==> src/rtl/uart_tx16_pkg.sv <==
// Shared UART framing definitions for the 16x transmitter and receiver.
// Latency: none (types, constants and a pure function only).
// Backpressure: not applicable.
package uart_pkg;

   typedef enum logic [2:0] {
      ST_IDLE   = 3'd0,
      ST_START  = 3'd1,
      ST_DATA   = 3'd2,
      ST_PARITY = 3'd3,
      ST_STOP   = 3'd4
   } uart_state_e;

   localparam int PARITY_NONE = 0;
   localparam int PARITY_ODD  = 1;
   localparam int PARITY_EVEN = 2;

   localparam int         OVERSAMPLE = 16;
   localparam logic [3:0] TICK_LAST  = 4'hF;
   localparam int         MAX_WIDTH  = 8;

   // Parity of a word zero-extended to MAX_WIDTH; the extra zeros do not change the XOR.
   // Modes other than odd/even (including 3) yield 0 and the parity slot is never sent.
   function automatic logic parity_of(input logic [MAX_WIDTH-1:0] data, input int mode);
      logic p;
      p = 1'b0;
      if (mode == PARITY_ODD) begin
         p = ~^data;
      end else if (mode == PARITY_EVEN) begin
         p = ^data;
      end
      return p;
   endfunction

endpackage

==> src/rtl/uart_tx16_if.sv <==
// Word handshake between a producer and the 16x UART transmitter.
// Latency: none (signal bundle only).
// Backpressure: producer holds tx_valid/tx_din until tx_ready is seen at a clock edge.
interface uart_tx16_if #(
   parameter int WIDTH = 8
);
   logic             tx_valid;
   logic [WIDTH-1:0] tx_din;
   logic             tx_ready;

   modport master (output tx_valid, output tx_din, input tx_ready);
   modport slave  (input tx_valid, input tx_din, output tx_ready);
endinterface

==> src/rtl/uart_tx16.sv <==
// UART transmitter on the 16x oversample clock: start, WIDTH data LSB first, optional parity, stop bits.
// Latency: word accepted at edge N drives the start bit from edge N+1; each bit lasts 16 clocks.
// Backpressure: tx_ready only in IDLE or the final clock of the last stop bit; no queueing.
module uart_tx16
   import uart_pkg::*;
#(
   parameter int WIDTH     = 8,
   parameter int STOP_BITS = 2,
   parameter int PARITY    = 2
) (
   input  logic       rx_clk,
   input  logic       rx_rst_n,
   uart_tx16_if.slave tx_if,
   output logic       tx_out,
   output logic       tx_busy,
   output logic       tx_done
);

   localparam int              BW        = $clog2(WIDTH);
   localparam logic            HAS_PAR   = (PARITY == PARITY_ODD) || (PARITY == PARITY_EVEN);
   localparam logic [1:0]      STOP_LAST = 2'(STOP_BITS - 1);
   localparam logic [BW-1:0]   BIT_LAST  = BW'(WIDTH - 1);

   generate
      if (WIDTH < 5 || WIDTH > MAX_WIDTH) begin : g_bad_width
         $error("uart_tx16: WIDTH must be in 5..8");
      end
      if (STOP_BITS < 1 || STOP_BITS > 3) begin : g_bad_stop
         $error("uart_tx16: STOP_BITS must be in 1..3");
      end
   endgenerate

   uart_state_e      state_q, state_d;
   logic [3:0]       tick_q, tick_d;
   logic [BW-1:0]    bit_cnt_q, bit_cnt_d;
   logic [1:0]       stop_cnt_q, stop_cnt_d;
   logic [WIDTH-1:0] shift_q, shift_d;
   logic             par_q, par_d;
   logic             tx_out_q, line_d;

   logic last_tick;
   logic last_stop;
   logic accept;

   assign last_tick      = (tick_q == TICK_LAST);
   // Final clock of the last stop bit: frame completes and a follow-on word may start with no gap.
   assign last_stop      = (state_q == ST_STOP) && last_tick && (stop_cnt_q == STOP_LAST);
   assign tx_if.tx_ready = (state_q == ST_IDLE) || last_stop;
   assign accept         = tx_if.tx_valid && tx_if.tx_ready;
   assign tx_done        = last_stop;
   assign tx_busy        = (state_q != ST_IDLE);
   assign tx_out         = tx_out_q;

   // Next-state, counters and the line level for the current state (registered below).
   always_comb begin
      state_d    = state_q;
      tick_d     = tick_q;
      bit_cnt_d  = bit_cnt_q;
      stop_cnt_d = stop_cnt_q;
      shift_d    = shift_q;
      par_d      = par_q;
      line_d     = 1'b1;

      if (state_q != ST_IDLE) begin
         tick_d = tick_q + 4'd1;
      end

      case (state_q)
         ST_IDLE: begin
            line_d = 1'b1;
         end
         ST_START: begin
            line_d = 1'b0;
            if (last_tick) begin
               state_d = ST_DATA;
            end
         end
         ST_DATA: begin
            line_d = shift_q[0];
            if (last_tick) begin
               shift_d = {1'b0, shift_q[WIDTH-1:1]};
               if (bit_cnt_q == BIT_LAST) begin
                  // Cleared rather than incremented so the counter never wraps.
                  bit_cnt_d = '0;
                  state_d   = HAS_PAR ? ST_PARITY : ST_STOP;
               end else begin
                  bit_cnt_d = bit_cnt_q + 1'b1;
               end
            end
         end
         ST_PARITY: begin
            line_d = par_q;
            if (last_tick) begin
               state_d = ST_STOP;
            end
         end
         ST_STOP: begin
            line_d = 1'b1;
            if (last_tick) begin
               if (stop_cnt_q == STOP_LAST) begin
                  stop_cnt_d = 2'd0;
                  state_d    = ST_IDLE;
               end else begin
                  stop_cnt_d = stop_cnt_q + 2'd1;
               end
            end
         end
         default: begin
            state_d = ST_IDLE;
         end
      endcase

      // Acceptance only happens in IDLE or the last stop clock; both restart a frame.
      if (accept) begin
         state_d    = ST_START;
         tick_d     = 4'd0;
         bit_cnt_d  = '0;
         stop_cnt_d = 2'd0;
         shift_d    = tx_if.tx_din;
         par_d      = parity_of(MAX_WIDTH'(tx_if.tx_din), PARITY);
      end
   end

   // State and datapath registers; reset forces the line high and drops any partial frame.
   always_ff @(posedge rx_clk or negedge rx_rst_n) begin
      if (!rx_rst_n) begin
         state_q    <= ST_IDLE;
         tick_q     <= 4'd0;
         bit_cnt_q  <= '0;
         stop_cnt_q <= 2'd0;
         shift_q    <= '0;
         par_q      <= 1'b0;
         tx_out_q   <= 1'b1;
      end else begin
         state_q    <= state_d;
         tick_q     <= tick_d;
         bit_cnt_q  <= bit_cnt_d;
         stop_cnt_q <= stop_cnt_d;
         shift_q    <= shift_d;
         par_q      <= par_d;
         tx_out_q   <= line_d;
      end
   end

endmodule

==> src/flat_wrapper.sv <==
// flat-port wrapper written by rule: the top's interface ports become plain ports
module uart_tx16_flat import uart_pkg::*;
#(
   parameter int WIDTH     = 8,
   parameter int STOP_BITS = 2,
   parameter int PARITY    = 2
)
  (rx_clk, rx_rst_n, tx_out, tx_busy, tx_done, tx_if_tx_valid, tx_if_tx_din, tx_if_tx_ready);
  uart_tx16_if #(.WIDTH(WIDTH)) tx_if_i ();
  input  logic rx_clk;
  input  logic rx_rst_n;
  output logic tx_out;
  output logic tx_busy;
  output logic tx_done;
  input wire logic [$bits(tx_if_i.tx_valid)-1:0] tx_if_tx_valid;
  input wire logic [$bits(tx_if_i.tx_din)-1:0] tx_if_tx_din;
  output wire logic [$bits(tx_if_i.tx_ready)-1:0] tx_if_tx_ready;
  assign tx_if_i.tx_valid = tx_if_tx_valid;
  assign tx_if_i.tx_din = tx_if_tx_din;
  assign tx_if_tx_ready = tx_if_i.tx_ready;
  uart_tx16 #(.WIDTH(WIDTH), .STOP_BITS(STOP_BITS), .PARITY(PARITY)) u_core (.rx_clk(rx_clk), .rx_rst_n(rx_rst_n), .tx_if(tx_if_i), .tx_out(tx_out), .tx_busy(tx_busy), .tx_done(tx_done));
endmodule
==> config.mk <==
export PLATFORM = sky130hd
export DESIGN_NAME = uart_tx16_flat
export DESIGN_NICKNAME = d
export VERILOG_FILES = /design/src/rtl/uart_tx16_pkg.sv /design/src/rtl/uart_tx16_if.sv /design/src/rtl/uart_tx16.sv /design/src/flat_wrapper.sv
export SDC_FILE = /design/constraint.sdc
export NUM_CORES = 1
export LEC_CHECK = 0
export CORE_MARGIN = 5
export CORE_UTILIZATION = 36
export DETAILED_ROUTE_END_ITERATION = 10
export MAX_ROUTING_LAYER = met4
export SLEW_MARGIN = 10
export SYNTH_ARGS = -nofsm -noshare
export SYNTH_HDL_FRONTEND = slang
export SYNTH_SLANG_ARGS = --single-unit
export TNS_END_PERCENT = 30
==> constraint.sdc <==
create_clock -name rx_clk -period 2.6 [get_ports rx_clk]
set_clock_uncertainty 0.15 [all_clocks]
set_input_delay 0.39 -clock rx_clk [delete_from_list [all_inputs] [get_ports rx_clk]]
set_output_delay 0.39 -clock rx_clk [all_outputs]
set_load 0.005 [all_outputs]
# ---- Yosys cells after proc, flatten, opt, wreduce, memory -nomap -nowiden
# Cells that the tools add are included.
dict set report word_totals {
  regBits 22
  in_bits 11
  out_inout_bits 4
  word_cells 60
}
dict set report classes {
  addsub 3
  eq_ne 14
  muxes 22
  n_reduce_logical 14
}
# operator n
set ops {}
lappend ops {{$mux 3} 11}
lappend ops {{$mux 8} 3}
lappend ops {{$ne 3x1->1 const B} 5}
lappend ops {{$pmux 3 s5} 1}
lappend ops {{$mux 2} 4}
lappend ops {{$mux 4} 2}
lappend ops {{$reduce_bool 2->1} 4}
lappend ops {{$reduce_xor 8->1} 1}
lappend ops {{$reduce_and 7->1} 1}
lappend ops {{$eq 3x2->1 const B} 2}
lappend ops {{$eq 3x3->1 const B} 2}
lappend ops {{$add 4x1->4 const B} 1}
lappend ops {{$eq 4x4->1 const B} 1}
lappend ops {{$reduce_and 2->1} 2}
lappend ops {{$add 3x1->3 const B} 1}
lappend ops {{$eq 3x1->1 const B} 1}
lappend ops {{$logic_and 1x1->1} 3}
lappend ops {{$logic_not 3->1} 1}
lappend ops {{$ne 3x2->1 const B} 1}
lappend ops {{$pmux 1 s3} 1}
lappend ops {{$reduce_bool 3->1} 1}
lappend ops {{$add 2x1->2 const B} 1}
lappend ops {{$eq 2x1->1 const B} 1}
lappend ops {{$ne 2x1->1 const B} 1}
lappend ops {{$logic_or 1x1->1} 1}

# ---- Logic depth before layout (Yosys ltp)
# Gate-level depths: netlist of run 1.
dict set report depth {
  ltp_word 7
  mapped_depth 6
  ltp_nobuf 6
}

# ---- Least setup slack after synthesis of run 1
# Ideal clock, no wire load.
dict set report synth_timing {
  path_kind {reg-to-reg}
  start {register u_core.tick_q[0]}
  end {register u_core.shift_q[1]}
  arrival_time_ns 1.768
  t_required_ns 2.325
  slack_ns 0.557
  stages_incl_launch_ff 7
  n_path_buf 1
  synth_period_minus_slack_ns 2.043
  cell_sequence {dfrtp_1 ha_1 nand3_2 or3_4 buf_6 mux2_4 mux2_2}
}
dict set report synth_via {
  elab_chain_len 7
  word_cells_on_any_way 9
  classes_between {1 x eq/ne; 1 x mux; 7 x reduce/logical}
}
# element line
set synth_rtl {}
lappend synth_rtl {{from (decl)} uart_tx16.sv:34} ;# logic [3:0] tick_q, tick_d;
lappend synth_rtl {{from (signal assigned)} uart_tx16.sv:136} ;# tick_q <= tick_d;
lappend synth_rtl {{$eq 4x4->1 (*)} uart_tx16.sv:45} ;# assign last_tick = (tick_q == TICK_LAST);
lappend synth_rtl {{$logic_and 1x1->1 (2 in series)} uart_tx16.sv:47} ;# assign last_stop = (state_q == ST_STOP) && last_tick && (stop_cnt_q == STOP_LAST);
lappend synth_rtl {{$logic_or 1x1->1} uart_tx16.sv:48} ;# assign tx_if.tx_ready = (state_q == ST_IDLE) || last_stop;
lappend synth_rtl {{$logic_and 1x1->1} uart_tx16.sv:49} ;# assign accept = tx_if.tx_valid && tx_if.tx_ready;
lappend synth_rtl {{$reduce_bool 2->1 (no line)} --}
lappend synth_rtl {{$reduce_and 2->1 (no line)} --}
lappend synth_rtl {{to (signal assigned)} uart_tx16.sv:139} ;# shift_q <= shift_d;
lappend synth_rtl {{to (decl)} uart_tx16.sv:37} ;# logic [WIDTH-1:0] shift_q, shift_d;
# Every way passes the cells marked *; elsewhere a longest branch is shown, timed or not.
# A chain may end at the register's enable or synchronous reset.

# ---- Worst setup path after layout of run 1
dict set report layout_timing {
  start {register u_core.tick_q[0]}
  end {output tx_if_tx_ready}
}
dict set report layout_via {
  elab_chain_len 4
}
# element line
set layout_rtl {}
lappend layout_rtl {{$eq 4x4->1} uart_tx16.sv:45}
lappend layout_rtl {{$logic_and 1x1->1 (2 in series)} uart_tx16.sv:47}
lappend layout_rtl {{$logic_or 1x1->1} uart_tx16.sv:48}
lappend layout_rtl {{to (decl)} flat_wrapper.sv:17} ;# output wire logic [$bits(tx_if_i.tx_ready)-1:0] tx_if_tx_ready;
# Every way passes these cells.

==> results of run 1 <==
[routing by layer]
layer | vias up | GRT usage
met4 | 0 | 0.0456
met2 | 21 | 0.190
li1 | 403 | -
met1 | 395 | 0.137
met3 | 5 | 0.0250
met5 | - | -
[metrics by stage]
| stage | worst slack (ps) | util | hold WS (ps) | total power (W) | instance area [um^2] |
|---|---|---|---|---|---|
| after CTS | 4.10 | 0.454 | 265 | 0.000659 | 1410 |
| after global placement | 336 | 0.438 | 349 | 0.000394 | 1360 |
| after floorplan | 557 | - | -55.6 | 0.000367 | 1180 |
| after detailed placement | 258 | 0.438 | 353 | 0.000395 | 1360 |
| final | 123 | 0.465 | 258 | 0.000648 | 1440 |
| after global routing | 10.6 | 0.465 | 269 | 0.000680 | 1440 |
[final cells by class]
| cell class | count | area (um^2) | area share |
|---|---|---|---|
| timing repair buffer | 17 | 163 | 0.113 |
| multi-input combinational | 76 | 604 | 0.419 |
| inverter | 4 | 15.0 | 0.0104 |
| sequential | 22 | 552 | 0.383 |
| clock buffer | 3 | 22.5 | 0.0156 |
| clock inverter | 1 | 30.0 | 0.0208 |
| tap | 44 | 55.1 | 0.0382 |
[flip-flops by register name (all words and copies together), names as in the netlist]
| name | cells |
|---|---|
| u_core.stop_cnt_q | 2 |
| u_core.par_q | 1 |
| u_core.tx_out | 1 |
| u_core.tick_q | 4 |
| u_core.bit_cnt_q | 3 |
| u_core.shift_q | 8 |
| u_core.state_q | 3 |
[power breakdown]
| part | switching (W) | internal [W] |
|---|---|---|
| clock network | 0.000105 | 0.000156 |
| registers | 0 | 0.000342 |
| logic | 0.0000194 | 0.0000261 |
| total | 0.000124 | 0.000524 |
[cells in the mapped netlist (2+ instances only)]
| library cell | number | area (um^2) |
|---|---|---|
| dfrtp_1 | 21 | 526 |
| mux2_2 | 10 | 113 |
| nand2_1 | 10 | 37.5 |
| nor2_1 | 7 | 26.3 |
| xnor2_1 | 7 | 61.3 |
| o21ai_0 | 6 | 30.0 |
| mux2_4 | 5 | 75.1 |
| inv_1 | 4 | 15.0 |
| mux2i_1 | 4 | 40.0 |
| xor2_1 | 4 | 35.0 |
| a21oi_1 | 3 | 15.0 |
| ha_1 | 3 | 37.5 |
| clkbuf_1 | 2 | 7.51 |
| nand4_1 | 2 | 12.5 |
| nor3_1 | 2 | 10.0 |
| or3_1 | 2 | 12.5 |
[worst max path at each step]
stage | start | to | slack, ps
after CTS | u_core.tick_q[0] | tx_if_tx_ready | 4
after detailed placement | u_core.tick_q[0] | tx_if_tx_ready | 260
after global placement | u_core.tick_q[0] | tx_if_tx_ready | 340
after global routing | u_core.tick_q[0] | tx_if_tx_ready | 10
after floorplan | u_core.tick_q[0] | u_core.shift_q[1] | 560
final | u_core.tick_q[0] | tx_if_tx_ready | 120
[cell families (layout without fill, tap and decap cells)]
group / count (synthesis) / after routing
AND/OR/NAND/NOR: 30 / 30
flip-flops: 22 / 22
multiplexers: 19 / 19
AO/OA/AOI/OAI: 13 / 13
XOR/XNOR: 11 / 11
buffers and inverters: 8 / 25
adder cells (fa/ha/maj): 3 / 3
[timing repair]
action	CTS	global route
resized for setup	1	3
endpoints found under the setup margin	1	1
pin swaps	0	1
buffers inserted	0	2
==> results.yml, run 1 <==
drt:
  highest_layer: "met4"
  wl_per_cell_um: 13.4
  via_per_inst: 4.93
  routed_wl_mm: 2.24
  drtAntennaViolNets: 0
  wl_met2_mm: 1.11
  drt-pass1-iter-count: 4
  drt_iter0_drc: 89
  route.detailed.drc: 0
  num_vias: 824
  route.met3.wl_um: 91
  met1Wirelength_mm: 1.00
worst_setup_path:
  rrSetupSlack_ps: 460
  worst-path-buf-inv: 1
  cp_top_family: "buffers and inverters"
  worstSetupStartpointType: "register"
  critical_path_required_ps: 2060
  slowest_stage: "clkdlybuf4s50_1"
  worst-setup-path-type: "register to primary output"
  end_kind: "primary output"
  cp_num_cells: 5
  cp_max_fo: 4
  reg2reg_to: "u_core.shift_q[6]"
  crit_path_cell_trace: "ha_4 > nand4_1 > o21ai_2 > and2_1 > clkdlybuf4s50_1"
  r2r_cells: 6
  slowest_delay_ps: 500
  arrival_ps: 1940
  r2r-start: "u_core.tick_q[0]"
logic_synthesis:
  ys_seq_elements: 22
  ys.warnings.count: 0
  synth_fa_ha_area_frac: 0.0318
  avgSynthCellArea_um2: 11.1
  netlist_instances: 106
  synth_compound_area_frac: 0.0648
  yosys.area_share.xor_xnor: 0.0817
  syn_nets: 120
  synth_top_family_by_area: "multiplexers"
  synth-edff-count: 0
  synth.cell_area_um2: 1180
  ys_seq_area_frac: 0.468
  synth.distinct_cells: 30
  synth-async-reset-ratio: 1.00
  synth.mux.area_fraction: 0.193
  yosys.area_share.simple: 0.127
  ys.flop_type: "dfrtp_1"
cts:
  hold_buffers: 0
  path_clk_slew_ps: 130
  clock-sinks: 22
  root_buffer: "clkbuf_4"
  clock_path_buffers: 2
  cts.htree.levels: 1
  clk_latency_ps: 310
  cts_tree: "done"
  cts_made_buffers: 3
layout:
  fin_cells: 167
  final_cell_mix: "21 x dfrtp_1, 14 x clkdlybuf4s50_1, 10 x nand2_1, 10 x mux2_2"
  layout_commonest_cell: "dfrtp_1"
  fin_nets: 138
  syn_to_final_growth_pct: 22.3
  diodes: 0
  drive_above_1_share: 0.220
  nFillCells: 311
grt:
  gr-total-overflow: 0
  grt_max_degree: 23
  grt_pass1_wl_mm: 3.77
  grt_usage: 0.115
  antenna_found_initial: 0
  grt_pass1_vias: 851
timing:
  max_freq_mhz: 404
  rsz0062_at_grt: "no"
  min_period_ps: 2480
  worst_pin_slew_ps: 500
  slew_headroom: 0.666
  setup_viol: 0
  hold_violations: 0
  fin_tns_setup_ps: 0
  slew_violations: 0
  fin_crit_sh: 0.953
placement:
  place_inst: 161
  place_congestion: 0.776
  portBuffers: 14
  post-dp-hpwl_mm: 1.59
floorplan:
  rows: 20
  pin_count: 15
  coreArea_um2: 3100
  die_w_um: 67.2
  die_h_um: 67.2
  dieArea_um2: 4520
  start_util: 0.380
worst_hold_path:
  hp-class: "primary input to asynchronous set/reset pin"
run:
  maxCapViolations: 0
power_and_ir_drop:
  leakage_nw: 0.664
  powerDensity_nw_per_um2: 450
  ir_drop_v: 0.000242
status:
  outcome: "completed"
No activity file was read; power rests on OpenSTA's default activity.
==> inputs of run 2 (changes only) <==
Settings changed: SLEW_MARGIN 10 to 20.
==> results of run 2 <==
No change in the layout: final DEF, timing and power equal those of run 1.
==> inputs of run 3 (changes only) <==
Settings changed: CTS_CLUSTER_DIAMETER from default to 100, TNS_END_PERCENT 30 to 1.
==> results of run 3 <==
No change in the layout: final DEF, timing and power equal those of run 1.
